**config.mk**
```make
export PLATFORM = sky130hd
export DESIGN_NAME = alu_pipe
export DESIGN_NICKNAME = d
export VERILOG_FILES = /design/src/rtl/alu_pipe_pkg.sv /design/src/rtl/alu_operand_collector.sv /design/src/rtl/alu_pipe.sv
export SDC_FILE = /design/constraint.sdc
export NUM_CORES = 1
export LEC_CHECK = 0
export BUFFER_PORTS_ARGS = -buffer_cell sky130_fd_sc_hd__buf_4
export CORE_MARGIN = 2
export CORE_UTILIZATION = 41
export CTS_CLUSTER_DIAMETER = 80
export DETAILED_ROUTE_END_ITERATION = 10
export PLACE_DENSITY = 0.66
export SYNTH_ARGS = -nofsm -noshare
export SYNTH_HDL_FRONTEND = slang
export SYNTH_SLANG_ARGS = --single-unit
```
**constraint.sdc**
```tcl
create_clock -name CLK -period 5 [get_ports CLK]
set_input_delay 1 -clock CLK [delete_from_list [all_inputs] [get_ports CLK]]
set_output_delay 1 -clock CLK [all_outputs]
set_load 0.05 [all_outputs]
```
**src/rtl/alu_pipe_pkg.sv**
```systemverilog
// Shared definitions for alu_pipe: FSM state encoding, command codes and the
// default operand timeout.
package alu_pipe_pkg;

    typedef enum logic [2:0] {
        StIdle,
        StWaitA,
        StWaitB,
        StExec,
        StMul,
        StTout
    } alu_state_e;

    localparam int unsigned DefaultTimeout = 16;

    // Arithmetic commands (MODE = 1)
    localparam int unsigned ArAdd    = 0;
    localparam int unsigned ArSub    = 1;
    localparam int unsigned ArAddc   = 2;
    localparam int unsigned ArSubb   = 3;
    localparam int unsigned ArPassA  = 4;
    localparam int unsigned ArDecA   = 5;
    localparam int unsigned ArDecB   = 6;
    localparam int unsigned ArIncB   = 7;
    localparam int unsigned ArCmp    = 8;
    localparam int unsigned ArMulInc = 9;
    localparam int unsigned ArMulShl = 10;

    // Logic commands (MODE = 0)
    localparam int unsigned LgAnd  = 0;
    localparam int unsigned LgNand = 1;
    localparam int unsigned LgOr   = 2;
    localparam int unsigned LgNor  = 3;
    localparam int unsigned LgXor  = 4;
    localparam int unsigned LgXnor = 5;
    localparam int unsigned LgNotA = 6;
    localparam int unsigned LgNotB = 7;
    localparam int unsigned LgShrA = 8;
    localparam int unsigned LgShlA = 9;
    localparam int unsigned LgShrB = 10;
    localparam int unsigned LgShlB = 11;
    localparam int unsigned LgRolA = 12;
    localparam int unsigned LgRorA = 13;

endpackage

```
**src/rtl/alu_operand_collector.sv**
```systemverilog
// Operand collector for alu_pipe. Owns the control FSM: gathers operands that
// arrive together or split across cycles, latches the command fields, runs the
// missing-operand timeout and sequences the EXEC/MUL/TOUT stages.
// Ports:
//   clk_i, rst_i, ce_i      clock, async active-high reset, clock enable
//   inp_valid_i             bit0 = opa_i valid, bit1 = opb_i valid
//   opa_i, opb_i, cin_i, mode_i, cmd_i   operand and command inputs
//   mul_i                   latched command is a multiply (from execute stage)
//   in_ready_o              inp_valid_i is accepted this cycle
//   state_o                 current FSM state
//   a_o, b_o, cin_o, mode_o, cmd_o       latched operands and command
module alu_operand_collector
    import alu_pipe_pkg::*;
#(
    parameter int unsigned DW      = 8,
    parameter int unsigned CW      = 4,
    parameter int unsigned TIMEOUT = DefaultTimeout
) (
    input  logic          clk_i,
    input  logic          rst_i,
    input  logic          ce_i,
    input  logic [1:0]    inp_valid_i,
    input  logic [DW-1:0] opa_i,
    input  logic [DW-1:0] opb_i,
    input  logic          cin_i,
    input  logic          mode_i,
    input  logic [CW-1:0] cmd_i,
    input  logic          mul_i,
    output logic          in_ready_o,
    output alu_state_e    state_o,
    output logic [DW-1:0] a_o,
    output logic [DW-1:0] b_o,
    output logic          cin_o,
    output logic          mode_o,
    output logic [CW-1:0] cmd_o
);

    localparam int unsigned CntW = $clog2(TIMEOUT + 1);

    alu_state_e    state_q, state_d;
    logic [CntW-1:0] cnt_q, cnt_d;
    logic [DW-1:0] a_q, a_d, b_q, b_d;
    logic          cin_q, cin_d, mode_q, mode_d;
    logic [CW-1:0] cmd_q, cmd_d;

    always_comb begin
        state_d = state_q;
        cnt_d   = cnt_q;
        a_d     = a_q;
        b_d     = b_q;
        cin_d   = cin_q;
        mode_d  = mode_q;
        cmd_d   = cmd_q;
        unique case (state_q)
            StIdle: begin
                cnt_d = '0;
                if (inp_valid_i != 2'b00) begin
                    cin_d  = cin_i;
                    mode_d = mode_i;
                    cmd_d  = cmd_i;
                    if (inp_valid_i[0]) a_d = opa_i;
                    if (inp_valid_i[1]) b_d = opb_i;
                    unique case (inp_valid_i)
                        2'b01:   state_d = StWaitB;
                        2'b10:   state_d = StWaitA;
                        default: state_d = StExec;
                    endcase
                end
            end
            StWaitB: begin
                // A completing operand beats timeout expiry in the same cycle.
                if (inp_valid_i[1]) begin
                    b_d     = opb_i;
                    cnt_d   = '0;
                    state_d = StExec;
                end else if (inp_valid_i[0]) begin
                    a_d    = opa_i;
                    cin_d  = cin_i;
                    mode_d = mode_i;
                    cmd_d  = cmd_i;
                    cnt_d  = '0;
                end else if (cnt_q == CntW'(TIMEOUT - 1)) begin
                    cnt_d   = '0;
                    state_d = StTout;
                end else begin
                    cnt_d = cnt_q + CntW'(1);
                end
            end
            StWaitA: begin
                if (inp_valid_i[0]) begin
                    a_d     = opa_i;
                    cnt_d   = '0;
                    state_d = StExec;
                end else if (inp_valid_i[1]) begin
                    b_d    = opb_i;
                    cin_d  = cin_i;
                    mode_d = mode_i;
                    cmd_d  = cmd_i;
                    cnt_d  = '0;
                end else if (cnt_q == CntW'(TIMEOUT - 1)) begin
                    cnt_d   = '0;
                    state_d = StTout;
                end else begin
                    cnt_d = cnt_q + CntW'(1);
                end
            end
            StExec:  state_d = mul_i ? StMul : StIdle;
            default: state_d = StIdle;
        endcase
    end

    always_ff @(posedge clk_i or posedge rst_i) begin
        if (rst_i) begin
            state_q <= StIdle;
            cnt_q   <= '0;
            a_q     <= '0;
            b_q     <= '0;
            cin_q   <= 1'b0;
            mode_q  <= 1'b0;
            cmd_q   <= '0;
        end else if (ce_i) begin
            state_q <= state_d;
            cnt_q   <= cnt_d;
            a_q     <= a_d;
            b_q     <= b_d;
            cin_q   <= cin_d;
            mode_q  <= mode_d;
            cmd_q   <= cmd_d;
        end
    end

    assign in_ready_o = (state_q == StIdle) || (state_q == StWaitA) || (state_q == StWaitB);
    assign state_o    = state_q;
    assign a_o        = a_q;
    assign b_o        = b_q;
    assign cin_o      = cin_q;
    assign mode_o     = mode_q;
    assign cmd_o      = cmd_q;

endmodule

```
**src/rtl/alu_pipe.sv**
```systemverilog
// Handshaked, parametrised ALU. Operands are gathered by alu_operand_collector;
// this module executes the latched command and registers RES and flags with a
// one-cycle OUT_VALID strobe. Multiplies take an extra registered stage.
// Macro ALU_MUL_EN: when defined, arithmetic CMD 9/10 run through the MUL
// stage; otherwise they are invalid commands and RES upper half stays 0.
// Ports:
//   CLK, RST (async active-high), CE (clock enable, low freezes all state)
//   INP_VALID, OPA, OPB, CIN, MODE, CMD   operand/command inputs
//   IN_READY                              INP_VALID accepted this cycle
//   OUT_VALID, RES, COUT, OFLOW, G, E, L, ERR   registered result and flags
module alu_pipe
    import alu_pipe_pkg::*;
#(
    parameter int unsigned DW      = 8,
    parameter int unsigned CW      = 4,
    parameter int unsigned TIMEOUT = DefaultTimeout
) (
    input  logic            CLK,
    input  logic            RST,
    input  logic            CE,
    input  logic [1:0]      INP_VALID,
    input  logic [DW-1:0]   OPA,
    input  logic [DW-1:0]   OPB,
    input  logic            CIN,
    input  logic            MODE,
    input  logic [CW-1:0]   CMD,
    output logic            IN_READY,
    output logic            OUT_VALID,
    output logic [2*DW-1:0] RES,
    output logic            COUT,
    output logic            OFLOW,
    output logic            G,
    output logic            E,
    output logic            L,
    output logic            ERR
);

    localparam int unsigned Sw = $clog2(DW);

    alu_state_e    state;
    logic [DW-1:0] a_q, b_q;
    logic          cin_q, mode_q, is_mul;
    logic [CW-1:0] cmd_q;

    alu_operand_collector #(
        .DW      (DW),
        .CW      (CW),
        .TIMEOUT (TIMEOUT)
    ) u_collector (
        .clk_i       (CLK),
        .rst_i       (RST),
        .ce_i        (CE),
        .inp_valid_i (INP_VALID),
        .opa_i       (OPA),
        .opb_i       (OPB),
        .cin_i       (CIN),
        .mode_i      (MODE),
        .cmd_i       (CMD),
        .mul_i       (is_mul),
        .in_ready_o  (IN_READY),
        .state_o     (state),
        .a_o         (a_q),
        .b_o         (b_q),
        .cin_o       (cin_q),
        .mode_o      (mode_q),
        .cmd_o       (cmd_q)
    );

    // Single-cycle execute datapath for all non-multiply commands.
    logic [DW-1:0] alu_res;
    logic [DW:0]   sum;
    logic [Sw-1:0] sh;
    logic          alu_cout, alu_oflow, alu_g, alu_e, alu_l, alu_err;

    assign sh = b_q[Sw-1:0];

    always_comb begin
        alu_res   = '0;
        sum       = '0;
        alu_cout  = 1'b0;
        alu_oflow = 1'b0;
        alu_g     = 1'b0;
        alu_e     = 1'b0;
        alu_l     = 1'b0;
        alu_err   = 1'b0;
        if (mode_q) begin
            case (cmd_q)
                CW'(ArAdd): begin
                    sum      = {1'b0, a_q} + {1'b0, b_q};
                    alu_res  = sum[DW-1:0];
                    alu_cout = sum[DW];
                end
                CW'(ArSub): begin
                    alu_res   = a_q - b_q;
                    alu_oflow = a_q < b_q;
                end
                CW'(ArAddc): begin
                    sum      = {1'b0, a_q} + {1'b0, b_q} + {{DW{1'b0}}, cin_q};
                    alu_res  = sum[DW-1:0];
                    alu_cout = sum[DW];
                end
                CW'(ArSubb): begin
                    alu_res   = a_q - b_q - {{(DW-1){1'b0}}, cin_q};
                    alu_oflow = {1'b0, a_q} < ({1'b0, b_q} + {{DW{1'b0}}, cin_q});
                end
                CW'(ArPassA): alu_res = a_q;
                CW'(ArDecA):  alu_res = a_q - DW'(1);
                CW'(ArDecB):  alu_res = b_q - DW'(1);
                CW'(ArIncB):  alu_res = b_q + DW'(1);
                CW'(ArCmp): begin
                    alu_g = a_q > b_q;
                    alu_e = a_q == b_q;
                    alu_l = a_q < b_q;
                end
`ifdef ALU_MUL_EN
                CW'(ArMulInc), CW'(ArMulShl): begin
                end
`endif
                default: alu_err = 1'b1;
            endcase
        end else begin
            case (cmd_q)
                CW'(LgAnd):  alu_res = a_q & b_q;
                CW'(LgNand): alu_res = ~(a_q & b_q);
                CW'(LgOr):   alu_res = a_q | b_q;
                CW'(LgNor):  alu_res = ~(a_q | b_q);
                CW'(LgXor):  alu_res = a_q ^ b_q;
                CW'(LgXnor): alu_res = ~(a_q ^ b_q);
                CW'(LgNotA): alu_res = ~a_q;
                CW'(LgNotB): alu_res = ~b_q;
                CW'(LgShrA): alu_res = {1'b0, a_q[DW-1:1]};
                CW'(LgShlA): alu_res = {a_q[DW-2:0], 1'b0};
                CW'(LgShrB): alu_res = {1'b0, b_q[DW-1:1]};
                CW'(LgShlB): alu_res = {b_q[DW-2:0], 1'b0};
                // A shift by DW (when sh = 0) yields 0, so the OR leaves a_q intact.
                CW'(LgRolA): begin
                    alu_res = (a_q << sh) | (a_q >> (DW - 32'(sh)));
                    alu_err = |b_q[DW-1:Sw];
                end
                CW'(LgRorA): begin
                    alu_res = (a_q >> sh) | (a_q << (DW - 32'(sh)));
                    alu_err = |b_q[DW-1:Sw];
                end
                default: alu_err = 1'b1;
            endcase
        end
    end

`ifdef ALU_MUL_EN
    logic [2*DW-1:0] prod_q, prod_d, prod_n;

    assign is_mul = mode_q && ((cmd_q == CW'(ArMulInc)) || (cmd_q == CW'(ArMulShl)));

    // Operands widened to 2*DW so the product truncates naturally.
    always_comb begin
        if (cmd_q == CW'(ArMulInc)) begin
            prod_n = ((2*DW)'(a_q) + (2*DW)'(1)) * ((2*DW)'(b_q) + (2*DW)'(1));
        end else begin
            prod_n = (2*DW)'({a_q[DW-2:0], 1'b0}) * (2*DW)'(b_q);
        end
        prod_d = ((state == StExec) && is_mul) ? prod_n : prod_q;
    end

    always_ff @(posedge CLK or posedge RST) begin
        if (RST) begin
            prod_q <= '0;
        end else if (CE) begin
            prod_q <= prod_d;
        end
    end
`else
    assign is_mul = 1'b0;
`endif

    // Result registers: every load rewrites all flags; otherwise they hold.
    logic [2*DW-1:0] res_q, res_d;
    logic cout_q, cout_d, oflow_q, oflow_d, g_q, g_d, e_q, e_d, l_q, l_d, err_q, err_d;
    logic out_valid_q, out_valid_d;

    always_comb begin
        res_d       = res_q;
        cout_d      = cout_q;
        oflow_d     = oflow_q;
        g_d         = g_q;
        e_d         = e_q;
        l_d         = l_q;
        err_d       = err_q;
        out_valid_d = 1'b0;
        case (state)
            StExec: begin
                if (!is_mul) begin
                    res_d       = {{DW{1'b0}}, alu_res};
                    cout_d      = alu_cout;
                    oflow_d     = alu_oflow;
                    g_d         = alu_g;
                    e_d         = alu_e;
                    l_d         = alu_l;
                    err_d       = alu_err;
                    out_valid_d = 1'b1;
                end
            end
`ifdef ALU_MUL_EN
            StMul: begin
                res_d       = prod_q;
                {cout_d, oflow_d, g_d, e_d, l_d, err_d} = '0;
                out_valid_d = 1'b1;
            end
`endif
            StTout: begin
                res_d       = '0;
                {cout_d, oflow_d, g_d, e_d, l_d} = '0;
                err_d       = 1'b1;
                out_valid_d = 1'b1;
            end
            default: ;
        endcase
    end

    always_ff @(posedge CLK or posedge RST) begin
        if (RST) begin
            res_q       <= '0;
            cout_q      <= 1'b0;
            oflow_q     <= 1'b0;
            g_q         <= 1'b0;
            e_q         <= 1'b0;
            l_q         <= 1'b0;
            err_q       <= 1'b0;
            out_valid_q <= 1'b0;
        end else if (CE) begin
            res_q       <= res_d;
            cout_q      <= cout_d;
            oflow_q     <= oflow_d;
            g_q         <= g_d;
            e_q         <= e_d;
            l_q         <= l_d;
            err_q       <= err_d;
            out_valid_q <= out_valid_d;
        end
    end

    assign RES       = res_q;
    assign COUT      = cout_q;
    assign OFLOW     = oflow_q;
    assign G         = g_q;
    assign E         = e_q;
    assign L         = l_q;
    assign ERR       = err_q;
    assign OUT_VALID = out_valid_q;

endmodule

```
==> out/qor.csv, run 1 <==
stage;metric;value;unit
cts;clock latency on the worst-skew pair;300;ps
drt;vias post-DR;6929;
die;Die Width;132;um
drt;First-pass DRT Iterations;7;
finish;leading cell type in the layout, fill and taps excluded;nand2_1;
worst_setup_path;CP max FO;9;
timing;final hold vios;0;
drt;post-DR vias/cell;6.62;
synth;Yosys top cell by area;dfrtp_1;
finish;nets;913;
timing;endpoints failing setup;0;
placement;dpl hpwl;17500;um
die;top-level port count;51;
cts;Clock Path Buffers;2;
drt;WL/cell;23.0;um
synth;Unique masters post-synth;87;
timing;skew final;7.92;ps
grt;total track usage;27.2;%
drt;Detailed Route WL;24100;um
timing;period utilisation layout;72.6;%
synth;asr flop ratio synth;100;%
drt;antenna-violating nets left;0;
worst_setup_path;Worst Path Arrival;3800;ps
hold_path;hold depth;2;
cts;Post-CTS Resized;0;
timing;Slew Limit Fails;0;
timing;Worst-Margin Slew;977;ps
die;Die Height;132;um
synth;synthesized area per cell;8.09;sq um
finish;fillers;1612;
drt;DRC violations left;0;
grt;first-pass GRT wire length;37600;um
synth;register bit total from synthesis;45;
timing;unrepaired setup endpoints after global routing;false;
drt;Initial DRC Count;1243;
hold_path;Tightest Hold Check Type;reg -> reg;
worst_setup_path;crit path launch type;register;
worst_setup_path;Critical Path Sink Type;register;
die;Initial Util;42.0;%
worst_setup_path;worst r2r path cells;11;
cts;CTS Root Cell;clkbuf_16;
grt;largest net degree at the start of global routing;60;
placement;routability congestion estimate;1.03;
cts;CTS sink cnt;45;
run;max-cap violations;0;
status;run status;complete, no violations;
cts;post-CTS setup buffers;0;
synth;Synth area leaders;dfrtp_1 17%, ha_1 10%, mux2_2 4.7%;
cts;clk slew on worst S/H paths;70;ps
grt;global route overflow;0;
finish;commonest cells after routing, fill and taps aside;66 x nand2_1, 59 x buf_4, 54 x ha_1;
finish;Area Growth Syn to Fin;8.41;%
worst_setup_path;critical-path cell list;nor2b_1 > nand3_1 > inv_1 > ha_1 > nor2b_1 > o31a_1 > o211ai_1 > o41ai_1 > a22oi_1 > o211a_1 > o211ai_1;
synth;synth warn;0;
finish;# diodes;0;
cts;Num CTS Buffers;5;
timing;Max Fclk;0.275;GHz
finish;share of cells above drive strength 1;16.4;%
grt;number of global-route vias before repair;6429;
timing;Final min period;3630;ps
synth;mapped cell area;0.00669;sq mm
synth;Post-synth EDFFs;0;
synth;synthesized instance count;827;
grt;initial antenna violation count;0;
timing;setup total negative slack;0;ps
cts;CTS tree;done;
synth;Yosys top cell area share;16.8;%
die;Core Region;0.0159;sq mm
worst_setup_path;Worst Path Required;5170;ps
die;die area;0.0174;sq mm
synth;Main synth FF type;dfrtp_1;
die;Placement Rows;46;
cts;H-tree Lvls;2;
timing;Slew Limit Headroom;34.8;%
synth;register area share after synthesis;16.8;%
worst_setup_path;flop2flop setup slack;1370;ps
worst_setup_path;max incr delay on CP;660;ps
worst_setup_path;CP Class;reg -> reg;
cts;CTS Hold Bufs;0;
worst_setup_path;crit path max-delay cell type;nor2b_1;
placement;PortBufs;42;
[routing by layer]
metal / track usage (%) / part of all wire (%) / vias to the layer above
met5: 0 / 0 / -
met4: 12.1 / 4.8 / 0
met3: 3.77 / 11 / 81
met2: 41.2 / 44 / 495
met1: 38.5 / 41 / 3268
li1: - / - / 3085
[synth_stat cells, types with 15 or more instances]
master,number
nand2_1,66
ha_1,54
nor2_1,47
a21oi_1,46
dfrtp_1,45
o21ai_0,43
inv_1,39
nand3_1,31
mux2_2,28
clkbuf_1,26
buf_2,24
nor3_1,23
xnor2_1,23
o211ai_1,17
nand2b_1,16
a211oi_1,15
nor2b_1,15
[final cells by class]
cell class	instances	area (sq um)	share of cell area, %
Multi-Input combinational cell	674	5060	69.7
Sequential cell	45	1130	15.5
Timing Repair Buffer	59	443	6.10
Tap cell	216	270	3.72
Inverter	44	165	2.28
Clock buffer	5	125	1.72
Clock inverter	3	68.8	0.948
[state kept, by name, summed over array words and instances (netlist names)]
signal / count
RES: 8
u_collector.a_o: 8
u_collector.b_o: 8
u_collector.cnt_q: 5
u_collector.cmd_o: 4
u_collector.state_o: 3
COUT: 1
E: 1
ERR: 1
G: 1
L: 1
OFLOW: 1
OUT_VALID: 1
u_collector.cin_o: 1
u_collector.mode_o: 1
[worst max-delay path: cells and delay by family, from the launching register on]
kind                       cells  cell delay [ps]
buffers and inverters          1              400
and+or+nand+nor                3             1270
adders and majority gates      1              360
DFF                            1              380
AOI/OAI and AO/OA              6             1100
[kinds of logic (layout without fill, tap and decap cells)]
family                     after synthesis  after routing  synth area share (%)
and+or+nand+nor                        262            262                  20.0
AOI/OAI and AO/OA                      255            255                  27.5
buffers and inverters                  115            111                  8.02
adders and majority gates               57             57                  11.0
muxes                                   55             55                  11.0
DFF                                     45             45                  16.8
xor gates and xnor gates                37             37                  5.68
other                                    1              8                0.0560
[worst paths after layout]
kind / startpoint / end
max: u_collector.cmd_o[3] / RES[6]
min: OFLOW / OFLOW
max reg2reg: u_collector.cmd_o[3] / RES[6]
min reg2reg: OFLOW / OFLOW
max in group asynchronous: RST / u_collector.cmd_o[1]
min in group asynchronous: RST / u_collector.cnt_q[3]
[stage by stage]
stage / hold WS, ps / setup WS, ps / instances / util, % / area [sq um]
global route: 515 / 1210 / 1046 / 45.5 / 7260
detailed placement: 475 / 1500 / 1038 / 44.3 / 7060
floorplan: 457 / 1880 / 834 / - / 6720
global placement: 464 / 1470 / 1038 / 44.3 / 7060
finish: 486 / 1370 / 1046 / 45.5 / 7260
CTS: 490 / 1450 / 1046 / 45.5 / 7260
Power of run 1 is left out: the tool's default activity adds up to more than one toggle a clock period on the data nets, which glitch-free logic cannot reach.
==> inputs of run 2 (changes only) <==
Settings changed: ABC_AREA from default to 1, PLACE_DENSITY 0.66 to 0.69.
Clock period 5 ns to 3 ns, I/O delays scaled along.
==> out/qor.csv, run 2 <==
stage;metric;value;unit
die;die area;0.0157;sq mm
synth;mapped cell area;0.00604;sq mm
placement;routability congestion estimate;1.05;
synth;most frequent cell after synthesis;nand2_1;
timing;Slew Limit Fails;0;
timing;Max Fclk;0.358;GHz
hold_path;Tightest Hold Check Type;reg -> reg;
finish;final core area utilization;47.2;%
timing;period utilisation layout;93.1;%
finish;Final Non-Filler Cells;1232;
cts;CTS sink cnt;45;
worst_setup_path;CP max FO;11;
drt;Detailed Route WL;23000;um
grt;global route overflow;0;
synth;Main synth FF type;dfrtp_1;
synth;synthesized area per cell;6.11;sq um
worst_setup_path;crit path launch type;register;
worst_setup_path;CP Class;reg -> reg;
drt;Initial DRC Count;742;
finish;nets;1132;
die;Die Height;125;um
die;Initial Util;41.7;%
timing;setup total negative slack;0;ps
synth;Post-synth EDFFs;0;
status;run status;complete, no violations;
placement;DP Area;0.00666;sq mm
die;Die Width;125;um
synth;asr flop ratio synth;100;%
cts;clock latency on the worst-skew pair;300;ps
placement;dpl cells;1225;
cts;clk slew on worst S/H paths;70;ps
synth;Unique masters post-synth;53;
worst_setup_path;Worst Path Arrival;2990;ps
worst_setup_path;Critical Path Sink Type;register;
cts;Clock Path Buffers;2;
cts;H-tree Lvls;2;
die;top-level port count;51;
timing;unrepaired setup endpoints after global routing;false;
synth;synth cell count leaders;285 x nand2_1, 116 x nor2_1, 100 x inv_1;
drt;WL/cell;18.7;um
drt;vias post-DR;7041;
synth;Synth area leaders;dfrtp_1 19%, nand2_1 18%, ha_1 11%;
timing;skew final;8.60;ps
timing;endpoints failing setup;0;
synth;Yosys top cell area share;18.6;%
drt;DRC violations left;0;
timing;Worst-Margin Slew;992;ps
cts;CTS tree;done;
finish;Area Growth Syn to Fin;13.0;%
drt;First-pass DRT Iterations;6;
placement;dpl hpwl;18400;um
synth;synth warn;0;
synth;register bit total from synthesis;45;
cts;CTS Root Cell;clkbuf_16;
drt;post-DR vias/cell;5.72;
cts;CTS Hold Bufs;0;
synth;register area share after synthesis;18.6;%
grt;first-pass GRT wire length;36500;um
die;Core Region;0.0145;sq mm
placement;PortBufs;42;
timing;final hold vios;0;
grt;initial antenna violation count;0;
drt;antenna-violating nets left;0;
timing;Slew Limit Headroom;33.8;%
finish;leading cell type in the layout, fill and taps excluded;nand2_1;
die;Placement Rows;44;
cts;post-CTS setup buffers;0;
synth;synthesized instance count;989;
synth;Yosys top cell by area;dfrtp_1;
finish;# diodes;0;
cts;Post-CTS Resized;0;
finish;fin area;0.00683;sq mm
timing;Final min period;2790;ps
grt;largest net degree at the start of global routing;46;
grt;total track usage;29.5;%
worst_setup_path;Worst Path Required;3200;ps
grt;number of global-route vias before repair;6712;
run;max-cap violations;0;
finish;commonest cells after routing, fill and taps aside;285 x nand2_1, 116 x nor2_1, 99 x inv_1;
cts;Num CTS Buffers;5;
finish;share of cells above drive strength 1;12.5;%
==> run 2: changes by cell type after synthesis, moves of 12 or more <==
cell	before	now
inv_2	3	15
inv_1	39	100
nand2_1	66	285
nor2_1	47	116
o22ai_1	3	17
mux2_2	28	1
xnor2_1	23	3
o21ai_0	43	62
nor2b_1	15	0
nand2b_1	16	0
clkbuf_1	26	3
buf_2	24	11
mux2i_1	13	0
nand3_1	31	81
==> run 2: cells by family after synthesis <==
logic type                 share of synthesized area, %
and+or+nand+nor                                    38.3
adders and majority gates                          12.2
DFF                                                18.6
muxes                                             0.186
xor gates and xnor gates                           1.43
buffers and inverters                              10.9
AOI/OAI and AO/OA                                  18.3
other                                            0.0620
==> run 2: final timing paths <==
kind                                         start                  to  slack [ps]  cells after the start
worst max-delay path            u_collector.a_o[4]              RES[6]         210                     15
worst min-delay path                        RES[0]              RES[0]         480                      2
worst max register to register  u_collector.a_o[4]              RES[6]         210                     15
worst min register to register              RES[0]              RES[0]         480                      2
max in group asynchronous                      RST  u_collector.a_o[0]        1850                      2
min in group asynchronous                      RST                   G         540                      2
==> run 2: critical path, stage by stage, from the launching register on <==
cell and delay (ps):
dfrtp_1 620, inv_1 320, ha_2 540, inv_1 130, nand2_1 80, nand2_1 70
inv_1 70, nand3_1 90, nand2_1 190, nand2_1 80, nor2_1 130, nand3_1 80
nand3_1 90, nand3_1 70, nand2_1 60, nand2_1 50
==> run 2: cell type report <==
type | instances | area [sq um]
Clock buffer | 5 | 125
Clock inverter | 2 | 38.8
Fill cell | 1531 | 7650
Inverter | 117 | 439
Multi-Input combinational cell | 802 | 4290
Sequential cell | 45 | 1130
Tap cell | 184 | 230
Timing Repair Buffer | 77 | 578
==> run 2: through the flow <==
step	hold WS, ps	worst slack (ps)
2_1_floorplan	486	502
3_3_place_gp	468	188
3_5_place_dp	472	193
4_1_cts	491	181
5_1_grt	526	9.88
6_report	483	207
==> run 2: layer usage <==
layer  up-vias  part of all wire, %  track usage (%)
li1       3392                    -                -
met1      3253                   43             40.4
met2       325                   43             44.8
met3        71                  9.8             5.95
met4         0                  4.8             13.5
met5         -                    0                0
Power of run 2 is left out for the same reason.
